==> src/rtl/seg_display_pkg.sv <==
// rtl/seg_display_pkg.sv - shared types and widths for the segment display arbiter
package seg_display_pkg;

  localparam int VALUE_W = 5;
  localparam int OWNER_W = 2;

  typedef enum logic [1:0] {
    ST_IDLE   = 2'd0,
    ST_HOLD   = 2'd1,
    ST_LINGER = 2'd2
  } state_t;

  function automatic int cnt_w(input int n);
    return (n > 1) ? $clog2(n) : 1;
  endfunction

endpackage

==> src/rtl/seg_display_arbiter_if.sv <==
// rtl/seg_display_arbiter_if.sv - requester/display bus bundle
interface seg_display_arbiter_if
  import seg_display_pkg::*;
#(
  parameter int N_REQ = 3
);

  logic [N_REQ-1:0]              i_valid;
  logic [N_REQ-1:0][VALUE_W-1:0] i_value;
  logic [N_REQ-1:0]              o_ready;
  logic [VALUE_W-1:0]            o_hex;
  logic                          o_blank;
  logic [OWNER_W-1:0]            o_owner;
  logic                          o_busy;

  modport master (
    output i_valid, i_value,
    input  o_ready, o_hex, o_blank, o_owner, o_busy
  );

  modport slave (
    input  i_valid, i_value,
    output o_ready, o_hex, o_blank, o_owner, o_busy
  );

endinterface

==> src/rtl/rr_picker.sv <==
// rtl/rr_picker.sv - round-robin pick starting after the last index, optionally skipping it
module rr_picker
  import seg_display_pkg::*;
#(
  parameter int N_REQ = 3
) (
  input  logic [N_REQ-1:0]   req,
  input  logic [OWNER_W-1:0] last,
  input  logic               excl_en,
  output logic [N_REQ-1:0]   gnt,
  output logic [OWNER_W-1:0] idx,
  output logic               any
);

  logic [OWNER_W-1:0] pos;

  // The final position visited is `last` itself, which is skipped when excluded.
  always_comb begin
    gnt = '0;
    idx = last;
    any = 1'b0;
    pos = '0;
    for (int k = 1; k <= N_REQ; k++) begin
      pos = OWNER_W'((int'(last) + k) % N_REQ);
      if (!any && req[pos] && !(excl_en && (k == N_REQ))) begin
        any      = 1'b1;
        idx      = pos;
        gnt[pos] = 1'b1;
      end
    end
  end

endmodule

==> src/rtl/seg_display_arbiter.sv <==
// rtl/seg_display_arbiter.sv - arbitrates requesters onto a shared two-digit display with dwell and linger
module seg_display_arbiter
  import seg_display_pkg::*;
#(
  parameter int N_REQ         = 3,
  parameter int DWELL_CYCLES  = 50_000_000,
  parameter int LINGER_CYCLES = 250_000_000
) (
  input  logic                i_clk,
  input  logic                i_rst_n,
  seg_display_arbiter_if.slave bus
);

  localparam int DW = cnt_w(DWELL_CYCLES);
  localparam int LW = cnt_w(LINGER_CYCLES);
  localparam logic [DW-1:0] DWELL_LOAD  = DW'(DWELL_CYCLES - 1);
  localparam logic [LW-1:0] LINGER_LOAD = LW'(LINGER_CYCLES - 1);

  state_t                        state, state_n;
  logic [VALUE_W-1:0]            hex, hex_n;
  logic [OWNER_W-1:0]            owner, owner_n;
  logic [DW-1:0]                 dwell, dwell_n;
  logic [LW-1:0]                 linger, linger_n;
  logic [N_REQ-1:0]              ready;
  logic [N_REQ-1:0]              valid;
  logic [N_REQ-1:0][VALUE_W-1:0] value;
  logic [N_REQ-1:0]              pick_gnt;
  logic [OWNER_W-1:0]            pick_idx;
  logic                          pick_any;
  logic                          take_pick;
  logic                          take_owner;

  assign valid = bus.i_valid;
  assign value = bus.i_value;

  // Only a HOLD at dwell expiry needs the current owner excluded from the search.
  rr_picker #(.N_REQ(N_REQ)) u_rr_picker (
    .req     (valid),
    .last    (owner),
    .excl_en (state == ST_HOLD),
    .gnt     (pick_gnt),
    .idx     (pick_idx),
    .any     (pick_any)
  );

  always_ff @(posedge i_clk or negedge i_rst_n) begin
    if (!i_rst_n) begin
      state  <= ST_IDLE;
      hex    <= '0;
      owner  <= OWNER_W'(N_REQ - 1);
      dwell  <= '0;
      linger <= '0;
    end else begin
      state  <= state_n;
      hex    <= hex_n;
      owner  <= owner_n;
      dwell  <= dwell_n;
      linger <= linger_n;
    end
  end

  always_comb begin
    state_n    = state;
    hex_n      = hex;
    owner_n    = owner;
    dwell_n    = dwell;
    linger_n   = linger;
    ready      = '0;
    take_pick  = 1'b0;
    take_owner = 1'b0;
    unique case (state)
      ST_IDLE: take_pick = pick_any;
      ST_HOLD: begin
        if (dwell != '0) begin
          dwell_n    = dwell - DW'(1);
          take_owner = valid[owner];
        end else if (pick_any) begin
          take_pick = 1'b1;
        end else if (valid[owner]) begin
          take_owner = 1'b1;
          dwell_n    = DWELL_LOAD;
        end else begin
          state_n  = ST_LINGER;
          linger_n = LINGER_LOAD;
        end
      end
      ST_LINGER: begin
        if (pick_any) begin
          take_pick = 1'b1;
        end else if (linger == '0) begin
          state_n = ST_IDLE;
        end else begin
          linger_n = linger - LW'(1);
        end
      end
      default: state_n = ST_IDLE;
    endcase

    if (take_pick) begin
      ready   = pick_gnt;
      hex_n   = value[pick_idx];
      owner_n = pick_idx;
      dwell_n = DWELL_LOAD;
      state_n = ST_HOLD;
    end else if (take_owner) begin
      ready[owner] = 1'b1;
      hex_n        = value[owner];
    end

    // No transfer may complete while reset is held.
    if (!i_rst_n) ready = '0;
  end

  assign bus.o_ready = ready;
  assign bus.o_hex   = hex;
  assign bus.o_owner = owner;
  assign bus.o_blank = (state == ST_IDLE);
  assign bus.o_busy  = (state == ST_HOLD);

endmodule
==> src/flat_wrapper.sv <==
// flat-port wrapper written by rule: the top's interface ports become plain ports
module seg_display_arbiter_flat import seg_display_pkg::*;
#(
  parameter int N_REQ         = 3,
  parameter int DWELL_CYCLES  = 50_000_000,
  parameter int LINGER_CYCLES = 250_000_000
)
  (i_clk, i_rst_n, bus_i_valid, bus_i_value, bus_o_ready, bus_o_hex, bus_o_blank, bus_o_owner, bus_o_busy);
  seg_display_arbiter_if #(.N_REQ(N_REQ)) bus_i ();
  input  logic i_clk;
  input  logic i_rst_n;
  input wire logic [$bits(bus_i.i_valid)-1:0] bus_i_valid;
  input wire logic [$bits(bus_i.i_value)-1:0] bus_i_value;
  output wire logic [$bits(bus_i.o_ready)-1:0] bus_o_ready;
  output wire logic [$bits(bus_i.o_hex)-1:0] bus_o_hex;
  output wire logic [$bits(bus_i.o_blank)-1:0] bus_o_blank;
  output wire logic [$bits(bus_i.o_owner)-1:0] bus_o_owner;
  output wire logic [$bits(bus_i.o_busy)-1:0] bus_o_busy;
  assign bus_i.i_valid = bus_i_valid;
  assign bus_i.i_value = bus_i_value;
  assign bus_o_ready = bus_i.o_ready;
  assign bus_o_hex = bus_i.o_hex;
  assign bus_o_blank = bus_i.o_blank;
  assign bus_o_owner = bus_i.o_owner;
  assign bus_o_busy = bus_i.o_busy;
  seg_display_arbiter #(.N_REQ(N_REQ), .DWELL_CYCLES(DWELL_CYCLES), .LINGER_CYCLES(LINGER_CYCLES)) u_core (.i_clk(i_clk), .i_rst_n(i_rst_n), .bus(bus_i));
endmodule
==> config.mk <==
export PLATFORM = sky130hd
export DESIGN_NAME = seg_display_arbiter_flat
export DESIGN_NICKNAME = d
export VERILOG_FILES = /design/src/rtl/seg_display_pkg.sv /design/src/rtl/seg_display_arbiter_if.sv /design/src/rtl/rr_picker.sv /design/src/rtl/seg_display_arbiter.sv /design/src/flat_wrapper.sv
export SDC_FILE = /design/constraint.sdc
export NUM_CORES = 1
export LEC_CHECK = 0
export BUFFER_PORTS_ARGS = -buffer_cell sky130_fd_sc_hd__buf_2
export CAP_MARGIN = 20
export CORE_MARGIN = 5
export CORE_UTILIZATION = 60
export CTS_CLUSTER_DIAMETER = 60
export DETAILED_ROUTE_END_ITERATION = 7
export GPL_TIMING_DRIVEN = 1
export HOLD_SLACK_MARGIN = 0.05
export PLACE_DENSITY = 0.86
export SYNTH_ARGS = -nofsm -noshare
export SYNTH_HDL_FRONTEND = slang
export SYNTH_SLANG_ARGS = --single-unit
export TNS_END_PERCENT = 5
==> constraint.sdc <==
create_clock -name i_clk -period 4 [get_ports i_clk]
set_input_delay 0.2 -clock i_clk [delete_from_list [all_inputs] [get_ports i_clk]]
set_output_delay 0.2 -clock i_clk [all_outputs]
set_load 0.03 [all_outputs]
==> impl_metrics.toml, run 1 <==
[logic_synthesis]
synth_compound_area_share_pct = 27.3
postSynthAreaPerCell_um2 = 8.54
synth.most_common_cell = "dfrtp_1"
syn_inst = 475
yosysWarnings = 0
synth_edf_count = 0
synth_top_cells_by_count = "dfrtp_1, o21ai_0, nor2_1, nand2_1, a21oi_1"
ys_top_cells_by_area = "dfrtp_1, o21ai_0, a21oi_1"
synthAdderAreaFrac_pct = 2.16
synth_top_family_by_area = "compound AO/OA/AOI/OAI gates"
yosysTopAreaCellShare_pct = 38.2
synth_nets = 502
synth-xor-area-share_pct = 0.864
ys_seq_area_share_pct = 38.9
syn_area_mm2 = 0.00406
ys_types = 61
synth.area.mux_share_pct = 3.58
yosys.area_share.simple_pct = 23.2
synth-async-reset-ratio_pct = 100
synth_top_cell_by_area = "dfrtp_1"
ys_ff_latch = 63
synthFlopType = "dfrtp_1"

[floorplan]
rows = 30
die-width_um = 92.2
start_util_pct = 60.7
dieArea_mm2 = 0.00851
boundaryPins = 32
dieHeight_um = 92.2
coreArea_mm2 = 0.00668

[clock_network]
clock_sinks = 63
post-cts-setup-buffer-count = 0
htree_levels = 3
cts-buffers-inserted = 9
cts_tree = "built"
clk-insertion-delay-late_ns = 0.34
cts_hold_buf = 0
post_cts_resized = 0
clockRootBuffer = "clkbuf_8"
clk_pin_slew_worst_paths_ns = 0.07
cts_buffer_depth = 2

[sta]
setup_tns_ns = 0
tightest_slew_ns = 0.948
worst_slack_ns = 0.359
rsz0062_at_grt = "no"
finalHoldViolCount = 0
setup_viol = 0
timing.hold.ws_ns = 0.0342
timing.fmax_ghz = 0.275
finalClockSkew_ns = 0.00601
timing.final.crit_share_pct = 91.0
fin_crit_ns = 3.64
slew_violations = 0
slew_headroom_pct = 36.2

[global_routing]
grt_usage_pct = 25.5
grt_pass1_vias = 3789
grt-ovfl-total = 0
grt_max_degree = 64
grt_pass1_wl_mm = 17.8
antenna_found_initial = 0

[power]
ir_drop_mv = 0.263
sequentialPowerShare_pct = 45.0
p_sw_uw = 374
p_leak_nw = 1.93
switching_share_pct = 24.6
clkPwrFrac_pct = 44.8
powerDensity_mw_per_mm2 = 337
pwr-share-comb_pct = 10.2
p_int_mw = 1.14

[setup_path]
crit_arrival_ns = 3.44
startpoint = "u_core.bus.o_owner[1]"
crit_type = "reg -> out"
crit_required_ns = 3.80
critPathLaunchType = "flip-flop"
r2r_cells = 8
r2r_start = "u_core.dwell[8]"
worst_setup_path_end_kind = "primary output"
path_max_fanout = 11

[place]
post-dp-hpwl_mm = 7.00
gp_congestion = 0.908
pre_cts_ws_ns = 0.376
port_buffers = 31

[route]
drt_iter0_drc = 359
wirelength_mm = 10.2
wl_per_cell_um = 17.3
num_vias = 3919
viasPerCell = 6.65
first_pass_iters = 5
ant_nets = 0
drc = 0

[finish]
drive_gt1_share_pct = 16.7
diodes = 0
fin_util_pct = 67.4
synthToLayoutAreaGrowth_pct = 11.0
nNetsFinal = 531

[run]
cap_violations = 0

[min_path]
hold_path.class = "in -> async"

[outcome]
status = "complete, no violations"
## kinds of logic (layout without fill, tap and decap cells)
| kind of cell | Yosys count | in the layout |
|---|---|---|
| and+or+nand+nor | 181 | 181 |
| AOI/OAI and AO/OA | 172 | 172 |
| DFF | 63 | 63 |
| buffers and inverters | 34 | 68 |
| muxes | 14 | 14 |
| adders and majority gates | 7 | 7 |
| xor gates and xnor gates | 4 | 4 |
## path summary, 6_finish.rpt
check                                       to  slack, ns
max                             bus_o_ready[2]       0.36
min in group i_clk         u_core.bus.o_hex[0]       0.13
min reg2reg                  u_core.linger[25]       0.47
max reg2reg                   u_core.linger[6]       0.54
min                           u_core.dwell[21]       0.03
max in group asynchronous      u_core.dwell[0]       3.43
## state kept, by name, summed over array words and instances (netlist names)
register	flops
u_core.bus.o_owner	2
u_core.bus.o_hex	5
u_core.state	2
u_core.linger	28
u_core.dwell	26
## cells in the final DEF (no fill, tap or decap), types with 3 or more instances in the layout
master,synthesis,layout
nor2b_1,6,6
buf_4,1,7
inv_1,12,12
nor4_1,9,9
nor3_1,19,19
a41oi_1,4,4
or2_2,8,8
a31o_2,3,3
mux2_2,4,4
or4_1,7,7
a22oi_1,4,4
o21ai_0,53,53
o211ai_1,4,4
a21o_1,3,3
a31oi_1,24,24
or3_1,10,10
a21oi_1,38,38
nor3b_1,4,4
a221oi_1,3,3
buf_2,3,31
clkbuf_8,0,10
nand2_1,39,39
o31ai_1,9,9
a22o_1,5,5
dfrtp_1,62,62
nor2_1,43,43
bufinv_16,0,3
nand3_1,10,10
a21boi_0,3,3
nand2b_1,9,9
o21ai_1,3,3
mux2i_1,10,10
ha_1,7,7
and2_1,7,7
xor2_1,4,4
## layout make-up
class	instances	area [um^2]
timing repair buffer	38	208
fill	536	2180
sequential	63	1580
tap	80	100
multi-input combinational	378	2320
clock buffer	10	138
clock inverter	6	108
inverter	14	57.6
## metrics by stage
step                      area (um^2)  instances  power (mW)
after global routing             4500        589        1.57
after global placement           4250        572       0.840
after floorplan                  4060        475       0.785
after CTS                        4500        588        1.52
after detailed placement         4250        572       0.845
final                            4500        589        1.52
## power by group through the flow
stage | clock network, mW | logic (mW) | registers (mW)
finish | 0.680 | 0.154 | 0.682
global route | 0.719 | 0.170 | 0.685
CTS | 0.686 | 0.153 | 0.680
detailed placement | 0 | 0.152 | 0.693
global placement | 0 | 0.149 | 0.691
floorplan | 0 | 0.0815 | 0.704
## worst max-delay path, cell delays in order (launching register included)
cell and delay, ns:
dfstp_2 0.71, inv_1 0.18, ha_1 0.31, a22o_1 0.25, o21ai_0 0.27, nand2_1 0.22
a211oi_2 0.63, nand2_1 0.12, a31oi_1 0.18, buf_2 0.22
## per-layer routing
metal / wire length (um) / vias to the layer above / GRT usage [%]
met1: 4310 / 1872 / 33.5
met2: 4970 / 178 / 41.0
li1: - / 1830 / -
met3: 648 / 39 / 3.94
met5: 0 / - / 0
met4: 291 / 0 / 12.7
Note: power is estimated with default switching activity, not from simulation.
==> inputs of run 2 (changes only) <==
Settings changed: CTS_BUF_LIST from default to sky130_fd_sc_hd__clkbuf_4 sky130_fd_sc_hd__clkbuf_8, GPL_ROUTABILITY_DRIVEN from default to 0.
==> impl_metrics.toml, run 2 (same netlist as run 1, synthesis figures left out) <==
[outcome]
status = "complete, no violations"

[sta]
slew_violations = 0
setup_tns_ns = 0
tightest_slew_ns = 0.801
timing.fmax_ghz = 0.275
slew_headroom_pct = 46.6
finalHoldViolCount = 0
fin_crit_ns = 3.63
finalClockSkew_ns = 0.00843
rsz0062_at_grt = "no"
setup_viol = 0
timing.final.crit_share_pct = 90.8

[finish]
largest_reg_flops = 28
fin_util_pct = 66.4
nFillCells = 548
synthToLayoutAreaGrowth_pct = 9.44
drive_gt1_share_pct = 16.7
diodes = 0
multi_input_area_mm2 = 0.00232
layout_commonest_cell = "dfrtp_1"
nNetsFinal = 531
ff_latch_area_mm2 = 0.00158
largest_register = "u_core.linger"
layout_common_cells = "dfrtp_1, o21ai_0, nor2_1"

[min_path]
hold_path.class = "in -> async"

[floorplan]
dieHeight_um = 92.2
boundaryPins = 32
dieArea_mm2 = 0.00851
coreArea_mm2 = 0.00668
die-width_um = 92.2
rows = 30
start_util_pct = 60.7

[setup_path]
crit_type = "reg -> out"
crit_arrival_ns = 3.43
critPathLaunchType = "flip-flop"
crit_required_ns = 3.80
path_max_fanout = 13
reg2reg_to = "u_core.linger[6]"
reg2reg_slack_ns = 0.57
worst_setup_path_end_kind = "primary output"
r2r_cells = 8
r2r_start = "u_core.dwell[8]"

[route]
ant_nets = 0
drt_iter0_drc = 216
drc = 0
first_pass_iters = 5
viasPerCell = 6.52
num_vias = 3843
wl_per_cell_um = 17.2
wirelength_mm = 10.1

[clock_network]
cts_tree = "built"
post_cts_resized = 0
post-cts-setup-buffer-count = 0
clock_sinks = 63
cts_buffer_depth = 2
clk_pin_slew_worst_paths_ns = 0.07
clk-insertion-delay-late_ns = 0.34
cts_hold_buf = 0
cts-buffers-inserted = 9
clockRootBuffer = "clkbuf_8"
htree_levels = 3

[global_routing]
grt-ovfl-total = 0
grt_pass1_vias = 3666
grt_max_degree = 64
grt_usage_pct = 24.7
grt_pass1_wl_mm = 17.1
antenna_found_initial = 0

[power]
ir_drop_mv = 0.220
powerDensity_mw_per_mm2 = 304
p_leak_nw = 1.90

[place]
post-dp-hpwl_mm = 7.01
port_buffers = 31

[run]
cap_violations = 0
## run 2: cell count changes in the layout (fill, tap and decap cells not counted)
cell and change:
clkbuf_4 +5, bufinv_16 -3, clkinvlp_4 -1, clkinv_2 -1
## run 2: final cells by class
cell class | count | share of cell area [%]
Clock buffer | 15 | 3.95
Sequential cell | 63 | 35.5
Multi-Input combinational cell | 378 | 52.2
Tap cell | 80 | 2.25
Inverter | 14 | 1.30
Clock inverter | 1 | 0.113
Timing Repair Buffer | 38 | 4.68
## run 2: metal layers
layer	vias up	wire length [um]	track usage [%]
li1	1830	-	-
met5	-	0	0
met3	33	431	4.76
met4	0	282	12.6
met2	113	4980	39.6
met1	1867	4430	31.8
## run 2: worst max-delay path by stage
stage | startpoint | endpoint | slack [ns]
after floorplan | u_core.bus.o_owner[1] | bus_o_ready[1] | 0.62
after global placement | u_core.bus.o_owner[1] | u_core.bus.o_hex[2] | 0.60
after detailed placement | u_core.bus.o_owner[1] | u_core.bus.o_hex[2] | 0.48
after CTS | u_core.bus.o_owner[1] | bus_o_ready[1] | 0.19
after global routing | u_core.bus.o_owner[0] | bus_o_ready[2] | 0.16
final | u_core.bus.o_owner[0] | bus_o_ready[2] | 0.37
## run 2: power by group
part | switching, mW | internal (mW)
registers | 0.0257 | 0.657
logic | 0.0979 | 0.0568
clock network | 0.237 | 0.276
## run 2: through the flow
stage          hold slack (ns)  area (um^2)  power [mW]  setup WS (ns)  cells
5_1_grt                  0.112         4440        1.41          0.160    589
6_report                0.0191         4440        1.35          0.367    589
4_1_cts                 0.0779         4430        1.35          0.189    588
3_5_place_dp             0.437         4250       0.846          0.477    572
2_1_floorplan          -0.0956         4060       0.785          0.616    475
3_3_place_gp             0.428         4250       0.839          0.600    572
## run 2: worst max-delay path: stages (launching register included)
cell and delay, ns:
dfrtp_1 0.51, inv_1 0.20, ha_1 0.48, a21boi_0 0.21, o21ai_0 0.27, nand2_1 0.23, a211oi_2 0.66, nand2_1 0.11
a31oi_1 0.19, buf_2 0.23
==> inputs of run 3 (changes only) <==
Settings changed: REMOVE_ABC_BUFFERS from default to 1, SLEW_MARGIN from default to 20.
==> impl_metrics.toml, run 3 (same netlist as run 1, synthesis figures left out) <==
[setup_path]
reg2reg_slack_ns = 0.57
cp_cell_sequence = "inv_1 -> ha_1 -> a22o_1 -> o21ai_0 -> nand2_1 -> a211oi_2 -> nand2_1 -> a31oi_1 -> buf_2"
crit_path_frequent_cell = "nand2_1"
r2r_cells = 8
r2r_start = "u_core.dwell[8]"
critPathTopFamily = "compound AO/OA/AOI/OAI gates"
crit_buf_inv = 2
crit_required_ns = 3.80
crit_arrival_ns = 3.37
crit_type = "reg -> out"
slowest_delay_ns = 0.69
critPathLaunchType = "flip-flop"
reg2reg_to = "u_core.linger[2]"
cp_slowest_cell = "dfstp_2"
path_max_fanout = 11
worst_setup_path_end_kind = "primary output"

[floorplan]
boundaryPins = 32
start_util_pct = 60.7
rows = 30
dieHeight_um = 92.2
coreArea_mm2 = 0.00668
die-width_um = 92.2
dieArea_mm2 = 0.00851

[clock_network]
cts_buffer_depth = 2
cts-buffers-inserted = 9
clk-insertion-delay-late_ns = 0.35
clk_pin_slew_worst_paths_ns = 0.07
clock_sinks = 63
clockRootBuffer = "clkbuf_8"
cts_tree = "built"
htree_levels = 3
post_cts_resized = 0
post-cts-setup-buffer-count = 0
cts_hold_buf = 0

[sta]
timing.final.crit_share_pct = 89.2
finalClockSkew_ns = 0.00913
finalHoldViolCount = 0
fin_crit_ns = 3.57
timing.fmax_ghz = 0.280
slew_headroom_pct = 39.2
rsz0062_at_grt = "no"
tightest_slew_ns = 0.903
setup_viol = 0
timing.hold.ws_ns = 0.0211
setup_tns_ns = 0
slew_violations = 0
worst_slack_ns = 0.431

[outcome]
status = "complete, no violations"

[finish]
layout_common_cells = "dfrtp_1, o21ai_0, nor2_1"
drive_gt1_share_pct = 16.5
synthToLayoutAreaGrowth_pct = 9.96
multi_input_area_mm2 = 0.00232
diodes = 0
nNetsFinal = 531
fin_util_pct = 66.8
largest_reg_flops = 28
largest_register = "u_core.linger"
nFillCells = 516
layout_commonest_cell = "dfrtp_1"
ff_latch_area_mm2 = 0.00158

[min_path]
hold_path.class = "in -> async"

[route]
wirelength_mm = 10.1
wl_per_cell_um = 17.1
viasPerCell = 6.68
num_vias = 3927
drt_iter0_drc = 391
drc = 0
ant_nets = 0
first_pass_iters = 4

[power]
p_int_mw = 1.04
sequentialPowerShare_pct = 48.7
switching_share_pct = 26.0
p_leak_nw = 1.91
powerDensity_mw_per_mm2 = 314
ir_drop_mv = 0.187
pwr-share-comb_pct = 10.8
clkPwrFrac_pct = 40.5
p_total_mw = 1.40
p_sw_uw = 364

[place]
pre_cts_ws_ns = 0.634
post-dp-hpwl_mm = 6.94
port_buffers = 31

[run]
cap_violations = 0

[global_routing]
grt_pass1_wl_mm = 17.0
grt_max_degree = 64
grt_pass1_vias = 3630
grt_usage_pct = 24.5
antenna_found_initial = 0
grt-ovfl-total = 0
run 3: cell types whose count changed in the layout (fill, tap and decap cells not counted), sizes merged:
cell and change:
clkbuf -3, bufinv +1, clkinvlp +1
run 3: power by group through the flow:
stage / sequential, mW / combinational (mW) / clock, mW
2_1_floorplan: 0.704 / 0.0804 / 0
3_3_place_gp: 0.692 / 0.147 / 0
3_5_place_dp: 0.694 / 0.151 / 0
4_1_cts: 0.682 / 0.151 / 0.572
5_1_grt: 0.686 / 0.166 / 0.604
6_report: 0.683 / 0.151 / 0.568
run 3: layout make-up:
type                            count  area share [%]
Clock buffer                       12            3.56
Inverter                           14            1.29
Sequential cell                    63            35.4
Clock inverter                      3           0.954
Tap cell                           80            2.24
Multi-Input combinational cell    378            51.9
Timing Repair Buffer               38            4.66
run 3: how the worst max path moves through the flow:
| stage | startpoint | to | cells past startpoint |
|---|---|---|---|
| finish | u_core.bus.o_owner[1] | bus_o_ready[2] | 9 |
| global placement | u_core.dwell[8] | u_core.linger[6] | 8 |
| CTS | u_core.bus.o_owner[1] | bus_o_ready[2] | 9 |
| floorplan | u_core.bus.o_owner[1] | bus_o_ready[1] | 7 |
| detailed placement | u_core.dwell[8] | u_core.linger[2] | 8 |
| global route | u_core.bus.o_owner[1] | bus_o_ready[2] | 9 |
run 3: per-stage QoR:
step	std cells	cell area, um^2
5_1_grt	588	4460
3_3_place_gp	573	4260
3_5_place_dp	573	4260
4_1_cts	588	4460
2_1_floorplan	455	3950
6_report	588	4460
run 3: layer usage:
layer	vias to the layer above	share of wire [%]	global-route usage (%)	routed length [um]
met4	0	2.1	12.6	214
met5	-	0	0	0
met2	180	46	38.5	4650
met1	1889	45	32.1	4520
met3	21	6.8	4.84	681
li1	1837	-	-	-
run 3: worst reg2reg max path: stages, from the launching register on:
cell	delay, ns
dfrtp_1	0.45
or4_4	0.56
or4b_1	0.68
o31ai_4	0.45
nand3_1	0.15
a31o_4	0.28
nor2_2	0.36
buf_4	0.28
a31oi_1	0.10
